[src/rtl/memory_controller_queued_pkg.sv]
// rtl/memory_controller_queued_pkg.sv - shared types for the queued data-memory front end
// Purpose: request/response bus structs, funct3 load encodings, FSM state enum,
//          FIFO entry type and the load-alignment / store-detection helpers.
// Ports:   none (package).
package memory_controller_queued_pkg;

  localparam int ROB_ID_SIZE = 4;

  localparam logic [2:0] F3_LB  = 3'b000;
  localparam logic [2:0] F3_LH  = 3'b001;
  localparam logic [2:0] F3_LW  = 3'b010;
  localparam logic [2:0] F3_LBU = 3'b100;
  localparam logic [2:0] F3_LHU = 3'b101;

  typedef struct packed {
    logic [ROB_ID_SIZE-1:0] rob_id;
    logic [2:0]             funct3;
    logic [31:0]            dmem_addr;
    logic [3:0]             dmem_rmask;
    logic [3:0]             dmem_wmask;
    logic [31:0]            dmem_wdata;
  } ls_mem_bus_t;

  typedef struct packed {
    logic                   ready;
    logic [ROB_ID_SIZE-1:0] rob_id;
    logic [31:0]            rd_data;
    logic [31:0]            dmem_rdata;
    logic                   store;
  } mem_rob_data_bus_t;

  typedef enum logic [1:0] {
    MEM_IDLE  = 2'd0,
    MEM_ISSUE = 2'd1,
    MEM_WAIT  = 2'd2
  } mem_state_t;

  typedef struct packed {
    ls_mem_bus_t req;
    logic        kill;
  } mem_q_entry_t;

  // A non-zero write mask marks a store; anything else is treated as a load.
  function automatic logic is_store(input ls_mem_bus_t r);
    return r.dmem_wmask != 4'b0000;
  endfunction

  // Select and extend the addressed byte/halfword of a word-aligned read.
  function automatic logic [31:0] load_align(input logic [2:0]  funct3,
                                             input logic [1:0]  addr_lo,
                                             input logic [31:0] rdata);
    logic [7:0]  b;
    logic [15:0] h;
    logic [31:0] res;
    b = rdata[{addr_lo, 3'b000} +: 8];
    h = addr_lo[1] ? rdata[31:16] : rdata[15:0];
    case (funct3)
      F3_LB:   res = {{24{b[7]}}, b};
      F3_LBU:  res = {24'h0, b};
      F3_LH:   res = {{16{h[15]}}, h};
      F3_LHU:  res = {16'h0, h};
      default: res = rdata;
    endcase
    return res;
  endfunction

endpackage

[src/rtl/memory_controller_queued_fifo.sv]
// rtl/memory_controller_queued_fifo.sv - circular request FIFO with load-kill support
// Purpose: holds mem_q_entry_t requests in arrival order; kill_loads_i marks every
//          stored load as killed without moving pointers or count.
// Ports:   clk_i, rst_i (sync, active-high); push_i/push_data_i enqueue at tail;
//          pop_i dequeues head; kill_loads_i flush marker; head_o, full_o,
//          empty_o, count_o report FIFO status from registered state.
module mem_req_fifo
  import memory_controller_queued_pkg::*;
#(
  parameter int DEPTH = 4,
  localparam int PW = $clog2(DEPTH),
  localparam int CW = PW + 1
) (
  input  logic         clk_i,
  input  logic         rst_i,
  input  logic         push_i,
  input  mem_q_entry_t push_data_i,
  input  logic         pop_i,
  input  logic         kill_loads_i,
  output mem_q_entry_t head_o,
  output logic         full_o,
  output logic         empty_o,
  output logic [CW-1:0] count_o
);

  mem_q_entry_t  mem_q [DEPTH];
  logic [PW-1:0] head_q, tail_q;
  logic [CW-1:0] count_q, count_d;
  logic          do_push, do_pop;

  assign full_o  = (count_q == CW'(DEPTH));
  assign empty_o = (count_q == '0);
  assign head_o  = mem_q[head_q];
  assign count_o = count_q;

  assign do_push = push_i && !full_o;
  assign do_pop  = pop_i && !empty_o;

  always_comb begin
    count_d = count_q + {{(CW-1){1'b0}}, do_push} - {{(CW-1){1'b0}}, do_pop};
  end

  always_ff @(posedge clk_i) begin
    if (rst_i) begin
      head_q  <= '0;
      tail_q  <= '0;
      count_q <= '0;
    end else begin
      // Stale slots may get marked too; they are rewritten on push, so harmless.
      for (int i = 0; i < DEPTH; i++) begin
        if (kill_loads_i && !is_store(mem_q[i].req)) mem_q[i].kill <= 1'b1;
      end
      // The incoming entry already carries its own kill bit, so it wins here.
      if (do_push) begin
        mem_q[tail_q] <= push_data_i;
        tail_q        <= tail_q + 1'b1;
      end
      if (do_pop) head_q <= head_q + 1'b1;
      count_q <= count_d;
    end
  end

endmodule

[src/rtl/memory_controller_queued.sv]
// rtl/memory_controller_queued.sv - queued data-memory front end for the load/store unit
// Purpose: buffers LSU requests, issues them one at a time on the dmem port and returns
//          aligned load data / store completions to the ROB; a mispredict kills loads.
// Ports:   clk, rst (sync, active-high), branch_mispredict flush pulse;
//          req_valid/req_ready/req request input; dmem_addr/rmask/wmask/wdata,
//          dmem_rdata/dmem_resp memory port; mem_rob_data_o result to ROB;
//          mem_state FSM state; queue_count FIFO occupancy.
module memory_controller_queued
  import memory_controller_queued_pkg::*;
#(
  parameter int QUEUE_DEPTH = 4,
  parameter int ROB_ID_BITS = ROB_ID_SIZE
) (
  input  logic                         clk,
  input  logic                         rst,
  input  logic                         branch_mispredict,
  input  logic                         req_valid,
  output logic                         req_ready,
  input  ls_mem_bus_t                  req,
  output logic [31:0]                  dmem_addr,
  output logic [3:0]                   dmem_rmask,
  output logic [3:0]                   dmem_wmask,
  output logic [31:0]                  dmem_wdata,
  input  logic [31:0]                  dmem_rdata,
  input  logic                         dmem_resp,
  output mem_rob_data_bus_t            mem_rob_data_o,
  output logic [1:0]                   mem_state,
  output logic [$clog2(QUEUE_DEPTH):0] queue_count
);

  mem_state_t   state_q;
  ls_mem_bus_t  inflight_q;
  logic         inflight_kill_q;

  mem_q_entry_t push_entry, head;
  logic         fifo_full, fifo_empty, push, pop;
  logic         inflight_is_load, result_fire;
  logic [ROB_ID_BITS-1:0] rob_id_w;

  assign req_ready = !fifo_full;
  assign push      = req_valid && req_ready;
  assign pop       = (state_q == MEM_IDLE) && !fifo_empty;

  always_comb begin
    push_entry      = '0;
    push_entry.req  = req;
    push_entry.kill = branch_mispredict && !is_store(req);
  end

  mem_req_fifo #(.DEPTH(QUEUE_DEPTH)) u_fifo (
    .clk_i        (clk),
    .rst_i        (rst),
    .push_i       (push),
    .push_data_i  (push_entry),
    .pop_i        (pop),
    .kill_loads_i (branch_mispredict),
    .head_o       (head),
    .full_o       (fifo_full),
    .empty_o      (fifo_empty),
    .count_o      (queue_count)
  );

  assign inflight_is_load = !is_store(inflight_q);

  // Killed heads are popped by 'pop' while the FSM stays idle.
  always_ff @(posedge clk) begin
    if (rst) begin
      state_q         <= MEM_IDLE;
      inflight_q      <= '0;
      inflight_kill_q <= 1'b0;
    end else begin
      unique case (state_q)
        MEM_IDLE: begin
          if (!fifo_empty && !head.kill) begin
            inflight_q      <= head.req;
            // The FIFO's own kill marking lands on the entry we are popping, so catch it here.
            inflight_kill_q <= branch_mispredict && !is_store(head.req);
            state_q         <= MEM_ISSUE;
          end
        end
        MEM_ISSUE: begin
          if (branch_mispredict && inflight_is_load) inflight_kill_q <= 1'b1;
          state_q <= MEM_WAIT;
        end
        MEM_WAIT: begin
          if (branch_mispredict && inflight_is_load) inflight_kill_q <= 1'b1;
          if (dmem_resp) state_q <= MEM_IDLE;
        end
        default: state_q <= MEM_IDLE;
      endcase
    end
  end

  assign mem_state  = state_q;
  assign dmem_addr  = {inflight_q.dmem_addr[31:2], 2'b00};
  assign dmem_wdata = inflight_q.dmem_wdata;
  assign dmem_rmask = (state_q == MEM_ISSUE) ? inflight_q.dmem_rmask : 4'b0000;
  assign dmem_wmask = (state_q == MEM_ISSUE) ? inflight_q.dmem_wmask : 4'b0000;

  // A flush coinciding with the response also suppresses an in-flight load.
  assign result_fire = (state_q == MEM_WAIT) && dmem_resp && !inflight_kill_q &&
                       !(branch_mispredict && inflight_is_load);
  assign rob_id_w    = inflight_q.rob_id;

  always_comb begin
    mem_rob_data_o       = 'x;
    mem_rob_data_o.ready = result_fire;
    if (result_fire) begin
      mem_rob_data_o.rob_id = rob_id_w;
      mem_rob_data_o.store  = !inflight_is_load;
      if (inflight_is_load) begin
        mem_rob_data_o.rd_data    = load_align(inflight_q.funct3, inflight_q.dmem_addr[1:0],
                                               dmem_rdata);
        mem_rob_data_o.dmem_rdata = dmem_rdata;
      end
    end
  end

endmodule

[config.mk]
export PLATFORM = sky130hd
export DESIGN_NAME = memory_controller_queued
export DESIGN_NICKNAME = d
export VERILOG_FILES = /design/src/rtl/memory_controller_queued_pkg.sv /design/src/rtl/memory_controller_queued_fifo.sv /design/src/rtl/memory_controller_queued.sv
export SDC_FILE = /design/constraint.sdc
export NUM_CORES = 1
export LEC_CHECK = 0
export BUFFER_PORTS_ARGS = -buffer_cell sky130_fd_sc_hd__buf_2
export CAP_MARGIN = 20
export CORE_ASPECT_RATIO = 0.5
export CORE_UTILIZATION = 31
export DETAILED_ROUTE_END_ITERATION = 8
export PLACE_DENSITY = 0.58
export RECOVER_POWER = 100
export REMOVE_ABC_BUFFERS = 1
export SLEW_MARGIN = 20
export SYNTH_ARGS = -nofsm -noshare
export SYNTH_HDL_FRONTEND = slang
export SYNTH_SLANG_ARGS = --single-unit
[constraint.sdc]
create_clock -name clk -period 4.6 [get_ports clk]
set_input_delay 0.69 -clock clk [delete_from_list [all_inputs] [get_ports clk]]
set_output_delay 0.69 -clock clk [all_outputs]
set_load 0.02 [all_outputs]
### After elaboration in Yosys (flattened, before gate mapping)

Memory sizes are Yosys's and may differ from the RTL's. A register that Yosys moved wholly into a read port is not among the register bits.
Index checks and enable logic that the tools add are counted.

* reduce and logical (&&, ||, !) cells: 42
* $lt $le $gt $ge: 0
* shifts and indexed selects: 1
* multiply operators: 0
* bitwise operators: 0
* div/mod/pow operators: 0
* add/sub/neg operators: 4
* muxes and demuxes: 29
* equality and inequality tests: 9

Operators by type and width (number)
* 32-bit case mux with 4 select lines: 1
* 69-bit two-way mux: 1
* 64-bit two-way mux: 1
* 32-bit by 6-bit indexed part select with 8-bit output: 1
* 4-bit nonzero test: 7
* 1-bit two-way mux: 17
* 16-bit two-way mux: 1
* 1-bit logical AND: 15
* 1-bit logical NOT: 12
* 3-bit equality test (second input constant): 3
* 2-bit two-way mux: 4
* 4-bit two-way mux: 2
* 3-bit logical NOT: 2
* 2-bit case mux with 3 select lines: 1
* 2-bit by 1-bit adder with 2-bit output (second input constant): 2
* 2-bit by 1-bit inequality test with 1-bit output (second input constant): 2
* 2-bit AND reduction: 2
* 3-bit by 1-bit adder with 3-bit output: 1
* 3-bit by 1-bit equality test with 1-bit output (second input constant): 1
* 3-bit AND reduction: 1
* 3-bit by 1-bit subtractor with 3-bit output: 1
* 2-bit by 1-bit equality test with 1-bit output (second input constant): 1
* 2-bit equality test (second input constant): 1
* 2-bit logical NOT: 1
* 4 further kinds: 4

* flip-flop bits (word level): 89
* bits in latches: 0
* memories kept: 1
* memory bits (writable): 320
* ROM bits: 0
* input port bits: 116

Memory list
* u_fifo.mem_q: words 4, bits a word 80, read ports 5, clocked after memory_dff 1, wr ports 5, RTL line memory_controller_queued_fifo.sv:26 `mem_q_entry_t mem_q [DEPTH];`

### Longest topological paths before layout

* depth after elaboration: 7
* mapped depth: 9
* mapped depth without buffers: 9

### Hierarchy

Synthesis repeated with hierarchy kept, for this count alone.

* cell total of the unflattened synthesis: 1104
* area, all modules: 16573.4 um^2

By module, submodules not included
* mem_req_fifo: cells each 488, area each 12116.6 um^2, instances 1, sequential area each 9749.4 um^2
* memory_controller_queued: cells each 616, area each 4456.8 um^2, instances 1, sequential area each 1641.6 um^2

### Least setup slack after synthesis

No wires, ideal clock.

* kind: register to register
* start: register u_fifo.count_q[1], in the netlist u_fifo.count_o[1]
* end: memory u_fifo.mem_q[2][10] (netlist name) (enable)
* path buffers: 1
* required time: 4.153 ns
* arrival: 3.035 ns
* setup time: 0.447 ns
* path slack: 1.118 ns
* stages on the path, launching flop included: 5
* period minus slack after synthesis: 3.482 ns
* cell sequence: dfxtp_1 > or3b_2 > and3b_1 > clkbuf_1 > and2_1

RTL lines
* from (decl): RTL line memory_controller_queued_fifo.sv:28 `logic [CW-1:0] count_q, count_d;`
* from (signal assigned): RTL line memory_controller_queued_fifo.sv:59 `count_q <= count_d;`
* to (decl): RTL line memory_controller_queued_fifo.sv:26

==> impl_metrics.json <==
{
  "required_ns": 3.91,
  "hpwlAfterDp_um": 21300,
  "vias_per_cell": 4.58,
  "cts-buffers-inserted": 41,
  "synth-seq-cells": 411,
  "cp-end-kind": "primary output",
  "clk_pin_slew_worst_paths_ns": 0.06,
  "core-area_um2": 52300,
  "fmax_ghz": 0.262,
  "yosys_warnings": 0,
  "seqCellArea_um2": 11400,
  "synthFlopType": "edfxtp_1",
  "syn-cell-area_um2": 16500,
  "hold_path_end": "u_fifo.mem_q[2][18]$_DFFE_PP_",
  "htreeDepth": 2,
  "start_kind": "register",
  "syn_inst": 1099,
  "gr-usage-met1_pct": 15.1,
  "cts_sinks": 411,
  "violations": "DRC, capacitance limit, slew limit",
  "ioPinCount": 264,
  "min-delay-start": "req[17]",
  "firstDrtPassIters": 7,
  "start_util_pct": 31.6,
  "grtUsageMet2_pct": 23.9,
  "drv_slew": 239,
  "p_leak_nw": 6.04,
  "slew_headroom_pct": -61.7,
  "grt_max_degree": 81,
  "cts_setup_buffers": 0,
  "grt_use_total_pct": 12.6,
  "dp_cells": 1913,
  "critical_path_class": "register to primary output",
  "hold_class": "input pin to register",
  "grt_pass1_wl_um": 52800,
  "cellPowerDensity_nw_per_um2": 625,
  "synthArstFlopShare_pct": 0,
  "reg2reg_from": "u_fifo.count_o[1]$_SDFF_PP0_",
  "port_buffers": 261,
  "cts.repair.resized": 0,
  "fp.dieW_um": 329,
  "outcome": "finished with violations",
  "fillers": 5063,
  "multi_input_area_um2": 4040,
  "busiest_layer": "met2",
  "r2r.worst_path.cells": 4,
  "yosys.cell_types.count": 49,
  "num-nets-final": 1383,
  "layout-drive-gt1-share_pct": 15.1,
  "cts.path.max_buffers": 3,
  "critical_path.max_fanout": 19,
  "syn_avg_cell_area_um2": 15.0,
  "fin_crit_ns": 3.82,
  "reg2reg_slack_ns": 1.12,
  "cts_hold_buf": 0,
  "final_util_pct": 36.0,
  "route.detailed.wl_per_inst_um": 17.6,
  "antenna_found_initial": 2,
  "cts_tree": "done",
  "stdcell_count": 1990,
  "setup_viol": 0,
  "num_rows": 59,
  "final_common_cell": "edfxtp_1",
  "hold_viol": 0,
  "crit_arrival_ns": 3.13,
  "place_congestion": 0.792,
  "antenna_left": 0,
  "cap_viol_max_count": 6,
  "num_vias": 9108,
  "holdPathStages": 1,
  "synth_edf_count": 316,
  "finalWirelength_um": 35000,
  "r2r_end": "u_fifo.mem_q[2][78]$_DFFE_PP_",
  "clk_latency_ns": 0.54,
  "skew_ns": 0.0216,
  "grt_pass1_vias": 8930,
  "tightest_slew_ns": 2.43,
  "die_area_um2": 54300,
  "area_growth_pct": 14.1,
  "root_buffer": "clkbuf_16",
  "rsz0062_at_grt": "false",
  "layout_common_cells": "edfxtp_1 (316), clkbuf_1 (232), nand2_1 (219), a21oi_1 (93), dfxtp_1 (93)",
  "grt_use_met3_pct": 1.80,
  "drt_iter0_drc": 570,
  "period_share_pct": 82.9,
  "grt-ovfl-total": 0,
  "vdd_ir_drop_max_mv": 0.484,
  "yosysSeqAreaShare_pct": 68.9,
  "route.detailed.drc": 4,
  "fp.dieH_um": 165
}
## worst max-delay path, cell delays in order, from the launching register on
cell and delay (ns):
dfxtp_1 0.71, mux2_1 0.28, mux2i_1 0.10, nor4_1 0.98, a221o_1 0.27, clkbuf_1 0.25
## metrics by stage
stage	setup slack, ns	TNS, ns	power [mW]	instance area [um^2]	hold WS, ns
global placement	1.63	0	8.81	17800	0.440
floorplan	-2.46	-187.02	7.53	15500	0.426
CTS	1.19	0	12.1	19200	0.342
global route	0.532	0	12.5	18900	0.399
detailed placement	1.62	0	8.82	17800	0.444
finish	0.785	0	11.8	18900	0.411
## how the worst max path moves through the flow
stage                                           start                            to
after CTS                 inflight_q[41]$_SDFFE_PP0P_            mem_rob_data_o[41]
after global placement                       register  inflight_kill_q$_SDFFE_PP0P_
final                     inflight_q[41]$_SDFFE_PP0P_            mem_rob_data_o[42]
after detailed placement                     register  inflight_kill_q$_SDFFE_PP0P_
after global routing      inflight_q[41]$_SDFFE_PP0P_            mem_rob_data_o[41]
after floorplan                              register   inflight_q[35]$_SDFFE_PP0P_
## power breakdown
part / internal [mW] / switching, mW
Sequential: 4.51 / 0.411
Combinational: 1.27 / 2.33
Clock: 1.91 / 1.36
## synthesized netlist by cell type (all sizes together) (2+ instances only)
library cell | number | area (um^2)
a31oi | 4 | 25.0
nor3 | 4 | 20.0
a22o | 4 | 35.0
mux2i | 7 | 70.1
nand2 | 219 | 822
a2111oi | 2 | 23.8
mux4 | 79 | 1780
edfxtp | 316 | 9490
and2 | 12 | 75.1
nor2 | 11 | 41.3
dfxtp | 95 | 1900
o21ai | 4 | 20.0
clkbuf | 32 | 120
nand3 | 3 | 15.0
xnor2 | 4 | 35.0
buf | 128 | 935
nor2b | 8 | 50.1
ha | 11 | 138
o22a | 3 | 26.3
inv | 12 | 45.0
nand2b | 11 | 76.3
nor4 | 7 | 50.1
mux2 | 2 | 22.5
a21oi | 93 | 465
a221o | 7 | 70.1
nor4b | 2 | 17.5
a221oi | 4 | 35.0
## final cells by class
type	count	share of cell area [%]
Clock inverter	15	0.770
Clock buffer	60	6.30
Antenna cell	2	0.0265
Tap cell	701	4.65
Inverter	12	0.239
Sequential cell	411	60.4
Timing Repair Buffer	272	6.16
Multi-Input combinational cell	517	21.4
## sequential cells by signal, indices dropped and copies added (netlist names), named ones only
signal / cells
u_fifo.count_o: 3
dmem_addr: 30
mem_state: 2
inflight_q: 13
u_fifo.head_q: 2
u_fifo.mem_q: 320
inflight_kill_q: 1
u_fifo.tail_q: 2
dmem_wdata: 32
rob_id_w: 4
## layer usage
| layer | share of wire [%] | routed length, um |
|---|---|---|
| met1 | 40 | 14000 |
| met2 | 55 | 19200 |
| met3 | 3.0 | 1050 |
| met4 | 2.1 | 718 |
| met5 | 0 | 0 |
## cells by family (layout without fill, tap and decap cells)
family / count (synthesis) / count (layout) / synth area share, %
AOI/OAI and AO/OA: 128 / 128 / 4.59
muxes: 88 / 88 / 11.3
other: 1 / 4 / 0.0227
xor gates and xnor gates: 5 / 5 / 0.265
DFF: 411 / 411 / 68.9
and+or+nand+nor: 282 / 282 / 7.30
adders and majority gates: 12 / 12 / 0.954
buffers and inverters: 172 / 359 / 6.65
Power figures use the tool's default switching activity.
